[config.mk]
export PLATFORM = sky130hd
export DESIGN_NAME = cpu_wb_arbiter
export DESIGN_NICKNAME = d
export VERILOG_FILES = /design/src/rtl/cpu_wb_arbiter_pkg.sv /design/src/rtl/cpu_rr_arbiter.sv /design/src/rtl/cpu_wb_arbiter.sv
export SDC_FILE = /design/constraint.sdc
export NUM_CORES = 1
export LEC_CHECK = 0
export ABC_AREA = 1
export BUFFER_PORTS_ARGS = -buffer_cell sky130_fd_sc_hd__buf_4
export CAP_MARGIN = 25
export CORE_UTILIZATION = 47
export DETAILED_ROUTE_END_ITERATION = 8
export GPL_ROUTABILITY_DRIVEN = 0
export PLACE_DENSITY = 0.81
export SYNTH_ARGS = -nofsm -noshare
export SYNTH_HDL_FRONTEND = slang
export SYNTH_SLANG_ARGS = --single-unit
[constraint.sdc]
create_clock -name clk -period 2.7 [get_ports clk]
set_input_delay 0.135 -clock clk [delete_from_list [all_inputs] [get_ports clk]]
set_output_delay 0.135 -clock clk [all_outputs]
set_load 0.005 [all_outputs]
[src/rtl/cpu_wb_arbiter_pkg.sv]
// Shared constants and types for the register-file write-back arbiter.
// Ports: none (package only).
package cpu_wb_arbiter_pkg;

   localparam int REG_ADDR_W = 5;
   localparam int XLEN       = 32;

   localparam logic [REG_ADDR_W-1:0] X0_ADDR = '0;

   // One register-file write as held in the write stage.
   typedef struct packed {
      logic                  en;
      logic [REG_ADDR_W-1:0] rd;
      logic [XLEN-1:0]       data;
   } wb_write_t;

   // Writes to x0 are architecturally discarded.
   function automatic logic is_x0(input logic [REG_ADDR_W-1:0] a);
      return a == X0_ADDR;
   endfunction

endpackage

[src/rtl/cpu_rr_arbiter.sv]
// Generic round-robin grant: first set request at or after i_ptr, wrapping.
// Ports: i_req (request vector), i_ptr (search start), o_grant (one-hot), o_idx, o_valid.
module cpu_rr_arbiter #(
   parameter int N     = 3,
   parameter int IDX_W = $clog2(N)
) (
   input  logic [N-1:0]     i_req,
   input  logic [IDX_W-1:0] i_ptr,
   output logic [N-1:0]     o_grant,
   output logic [IDX_W-1:0] o_idx,
   output logic             o_valid
);

   // Scan from the farthest slot back to i_ptr so the nearest request
   // is the last one written and therefore wins.
   always_comb begin
      o_idx   = '0;
      o_valid = 1'b0;
      for (int k = N - 1; k >= 0; k--) begin
         if (i_req[(int'(i_ptr) + k) % N]) begin
            o_idx   = IDX_W'((int'(i_ptr) + k) % N);
            o_valid = 1'b1;
         end
      end
   end

   assign o_grant = o_valid ? (N'(1) << o_idx) : '0;

endmodule

[src/rtl/cpu_wb_arbiter.sv]
// Round-robin write-back arbiter in front of the register file write port.
// Ports: req_* (valid/ready requesters), wr_en/rd/data_rd (registered write),
//        chk_rs1/chk_rs2 -> hz1/hz2 (pending-write hazards), stall_cnt.
module cpu_wb_arbiter
   import cpu_wb_arbiter_pkg::*;
#(
   parameter int NUM_REQ = 3,
   parameter int CNT_W   = 16
) (
   input  logic                            clk,
   input  logic                            rst_n,
   input  logic [NUM_REQ-1:0]              req_valid,
   output logic [NUM_REQ-1:0]              req_ready,
   input  logic [REG_ADDR_W*NUM_REQ-1:0]   req_rd,
   input  logic [XLEN*NUM_REQ-1:0]         req_data,
   output logic                            wr_en,
   output logic [REG_ADDR_W-1:0]           rd,
   output logic [XLEN-1:0]                 data_rd,
   input  logic [REG_ADDR_W-1:0]           chk_rs1,
   input  logic [REG_ADDR_W-1:0]           chk_rs2,
   output logic                            hz1,
   output logic                            hz2,
   output logic [CNT_W-1:0]                stall_cnt
);

   localparam int IDX_W = $clog2(NUM_REQ);

   logic [IDX_W-1:0]      r_ptr;
   wb_write_t             r_wb;
   logic [CNT_W-1:0]      r_cnt;

   logic [NUM_REQ-1:0]    w_grant;
   logic [IDX_W-1:0]      w_idx;
   logic                  w_gnt;
   logic [REG_ADDR_W-1:0] w_sel_rd;
   logic [XLEN-1:0]       w_sel_data;
   logic                  w_contend;
   logic                  w_hit1;
   logic                  w_hit2;

   cpu_rr_arbiter #(
      .N     (NUM_REQ),
      .IDX_W (IDX_W)
   ) u_rr (
      .i_req   (req_valid),
      .i_ptr   (r_ptr),
      .o_grant (w_grant),
      .o_idx   (w_idx),
      .o_valid (w_gnt)
   );

   // No handshake may complete while reset is held.
   assign req_ready = rst_n ? w_grant : '0;

   assign w_sel_rd   = req_rd[int'(w_idx)*REG_ADDR_W +: REG_ADDR_W];
   assign w_sel_data = req_data[int'(w_idx)*XLEN +: XLEN];

   // Two or more valid requesters means at least one is left waiting.
   assign w_contend = $countones(req_valid) >= 2;

   always_ff @(posedge clk) begin
      if (!rst_n) begin
         r_ptr <= '0;
         r_wb  <= '0;
         r_cnt <= '0;
      end else begin
         // An x0 result is consumed but never written.
         r_wb.en <= w_gnt && !is_x0(w_sel_rd);
         if (w_gnt) begin
            r_wb.rd   <= w_sel_rd;
            r_wb.data <= w_sel_data;
            r_ptr     <= (w_idx == IDX_W'(NUM_REQ - 1)) ?
                         '0 : w_idx + IDX_W'(1);
         end
         if (w_contend && !(&r_cnt)) begin
            r_cnt <= r_cnt + CNT_W'(1);
         end
      end
   end

   // A source is hazardous while any producer still holds a result for it
   // or the write stage is committing it this cycle.
   always_comb begin
      w_hit1 = 1'b0;
      w_hit2 = 1'b0;
      for (int j = 0; j < NUM_REQ; j++) begin
         if (req_valid[j] &&
             req_rd[j*REG_ADDR_W +: REG_ADDR_W] == chk_rs1) begin
            w_hit1 = 1'b1;
         end
         if (req_valid[j] &&
             req_rd[j*REG_ADDR_W +: REG_ADDR_W] == chk_rs2) begin
            w_hit2 = 1'b1;
         end
      end
   end

   assign hz1 = !is_x0(chk_rs1) &&
                (w_hit1 || (r_wb.en && r_wb.rd == chk_rs1));
   assign hz2 = !is_x0(chk_rs2) &&
                (w_hit2 || (r_wb.en && r_wb.rd == chk_rs2));

   assign wr_en     = r_wb.en;
   assign rd        = r_wb.rd;
   assign data_rd   = r_wb.data;
   assign stall_cnt = r_cnt;

endmodule
==> reports/results.ini <==
[clock_tree]
max-clock-path-buffers = 2
clk_pin_slew_ns = 0.10
root_buffer = clkbuf_8
ctsHoldBuffers = 0
cts_setup_buffers = 0
cts_inserted_buffers = 5
cts_sinks = 56
cts_resized = 0
htree_levels = 2
clock_latency_ns = 0.31
cts_tree = yes

[power]
power.internal_mw = 2.45
power_frac_seq_pct = 25.8
comb_power_share_pct = 64.1
p_switching_mw = 2.28
p_clk_share_pct = 10.1
p_leak_nw = 2.34
p_total_mw = 4.72
swShare_pct = 48.2
ir_worst_vdd_v = 0.000608
cellPowerDensity_nw_per_um2 = 895

[critical_path]
critPathKind = reg2reg
arrival_ns = 2.62
r2r_start = r_ptr[0]$_SDFFE_PN0N_
cp_max_fo = 33
cp-end-kind = flop
reg2reg_to = data_rd[6]$_SDFFE_PN0N_
rr_worst_depth = 13
r2r_slack_ns = 0.32
required_ns = 2.93
cp-start-kind = flop

[min_path]
hold_path_end = data_rd[27]$_SDFFE_PN0N_
min_path_type = in2reg
hold_start = req_data[27]
whs_path_depth = 3

[grt]
antenna_found_initial = 0
grt_pass1_wl_mm = 19.2
gr-usage-all-layers_pct = 28.0
first_global_vias = 4212
grt_start_max_net_pins = 50
gr-total-overflow = 0

[synthesis]
avgSynthCellArea_um2 = 7.35
synthCells = 517
ys_ff_latch = 56
synth_cell_types = 38
synthFlopType = dfxtp_1
synthTopCellsByArea = dfxtp_1 29%, nand2_1 13%, a41oi_2 13%
syn_area_um2 = 3800
synth-edff-count = 0
synth_nets = 648
seq_area_frac_synth_pct = 29.5
synth_top_cell_by_area = dfxtp_1
async_flop_share_pct = 0
yosysTopAreaCellShare_pct = 29.5
synth_warnings = 0

[routing]
wl_per_cell_um = 15.0
ant_nets = 0
num_vias = 4394
via_per_inst = 5.55
drt_iter0_markers = 277
drc = 0
drt_wl_total_mm = 11.9
first_pass_iters = 5

[sta]
period_needed_ns = 2.38
fmax_mhz = 419
finClkSkew_ns = 0.00951
fin_tns_setup_ns = 0
relSlewSlack_pct = 69.0
slew_viol_final = 0
setup_violations = 0
worst_slew_pin_slew_ns = 0.464
period_share_pct = 88.3
final_hold_viol_count = 0
rsz0062_at_grt = false

[finish]
area_growth_syn_to_layout_pct = 38.8
final_cell_mix = 187 x buf_4, 134 x nand2_1, 56 x dfxtp_1
fill_cells = 675
final_common_cell = buf_4
n_antenna_cell = 0
final_layout_size_suffix_gt1_share_pct = 36.4
nets = 819

[floorplanning]
num_rows = 32
die_h_um = 91.9
core_area_um2 = 7770
start_util_pct = 49.0
ios = 185
die_area_um2 = 8450
die_w_um = 91.9

[run]
drv_cap = 0

[place]
dp_hpwl_mm = 9.02
portBuffers = 184

[status]
status = completed

cell families (layout without fill, tap and decap cells):
family / count (synthesis) / after routing / synth area share (%)
AND/OR/NAND/NOR: 225 / 225 / 26.8
AO/OA/AOI/OAI: 142 / 142 / 30.1
buffers and inverters: 78 / 250 / 9.44
flip-flops: 56 / 56 / 29.5
XOR/XNOR: 11 / 11 / 2.53
adder cells (fa/ha/maj): 5 / 5 / 1.65
final cells by class:
class                   instances  area (um2)  area share (%)
well taps                     102         128            2.42
repair buffers                187        1400            26.6
multi-input cells             383        2320            44.0
clock buffers                   6        82.6            1.57
inverters                      55         209            3.96
flip-flops and latches         56        1120            21.2
clock inverters                 2        10.0           0.190
cell usage after synthesis (all sizes together), types with 9 or more instances:
cell,instances
nor2,27
xor2,9
a41oi,33
dfxtp,56
o22ai,11
clkbuf,11
buf,12
a221oi,9
inv,54
nor3,10
nand4,11
nand3,27
a21oi,22
o21ai,54
nand2,148
flip-flops by register name, summed over array words and instances, names as in the netlist:
signal	flops
r_ptr	2
rd	5
stall_cnt	16
data_rd	32
wr_en	1
worst max-delay path, cell delays in order (launching register included):
cell     delay, ns
dfxtp_1       0.35
inv_1         0.08
ha_1          0.36
inv_2         0.12
nor2_1        0.05
nand2_1       0.06
nand2_1       0.05
nand2_1       0.05
nand2_1       0.08
nand2_4       0.13
inv_2         0.19
nor2_8        0.44
nand2_1       0.15
a41oi_2       0.19
power groups by stage:
stage                     sequential, mW  combinational [mW]  clock, mW
after floorplan                     1.23                2.25          0
after global placement              1.22                2.95          0
after detailed placement            1.22                3.04          0
after CTS                           1.21                3.04      0.499
after global routing                1.25                3.32      0.530
final                               1.22                3.03      0.478
worst max-delay path by stage:
stage,from,end,slack [ns]
final,r_ptr[0]$_SDFFE_PN0N_,data_rd[6]$_SDFFE_PN0N_,0.32
after global routing,r_ptr[0]$_SDFFE_PN0N_,data_rd[3]$_SDFFE_PN0N_,0.08
after CTS,r_ptr[0]$_SDFFE_PN0N_,data_rd[6]$_SDFFE_PN0N_,0.32
after detailed placement,r_ptr[0]$_SDFFE_PN0N_,data_rd[30]$_SDFFE_PN0N_,0.34
after global placement,r_ptr[0]$_SDFFE_PN0N_,data_rd[4]$_SDFFE_PN0N_,0.45
after floorplan,r_ptr[0]$_SDFFE_PN0N_,data_rd[21]$_SDFFE_PN0N_,0.80
metal layers:
| layer | GRT usage (%) | share of wire (%) | vias up |
|---|---|---|---|
| li1 | - | - | 2140 |
| met1 | 32.4 | 40 | 2047 |
| met2 | 50.9 | 49 | 190 |
| met3 | 6.80 | 8.7 | 17 |
| met4 | 8.33 | 1.8 | 0 |
| met5 | 0 | 0 | - |
through the flow:
stage	utilization [%]	hold WS (ns)	worst slack, ns	instances	area, um2
final	67.9	0.0821	0.316	791	5280
after global routing	67.9	0.0694	0.0828	791	5280
after global placement	66.7	0.397	0.446	783	5180
after floorplan	-	0.303	0.804	517	3800
after detailed placement	66.7	0.407	0.343	783	5180
after CTS	67.9	0.0682	0.319	791	5280
Note: power is estimated with default switching activity, not from simulation.
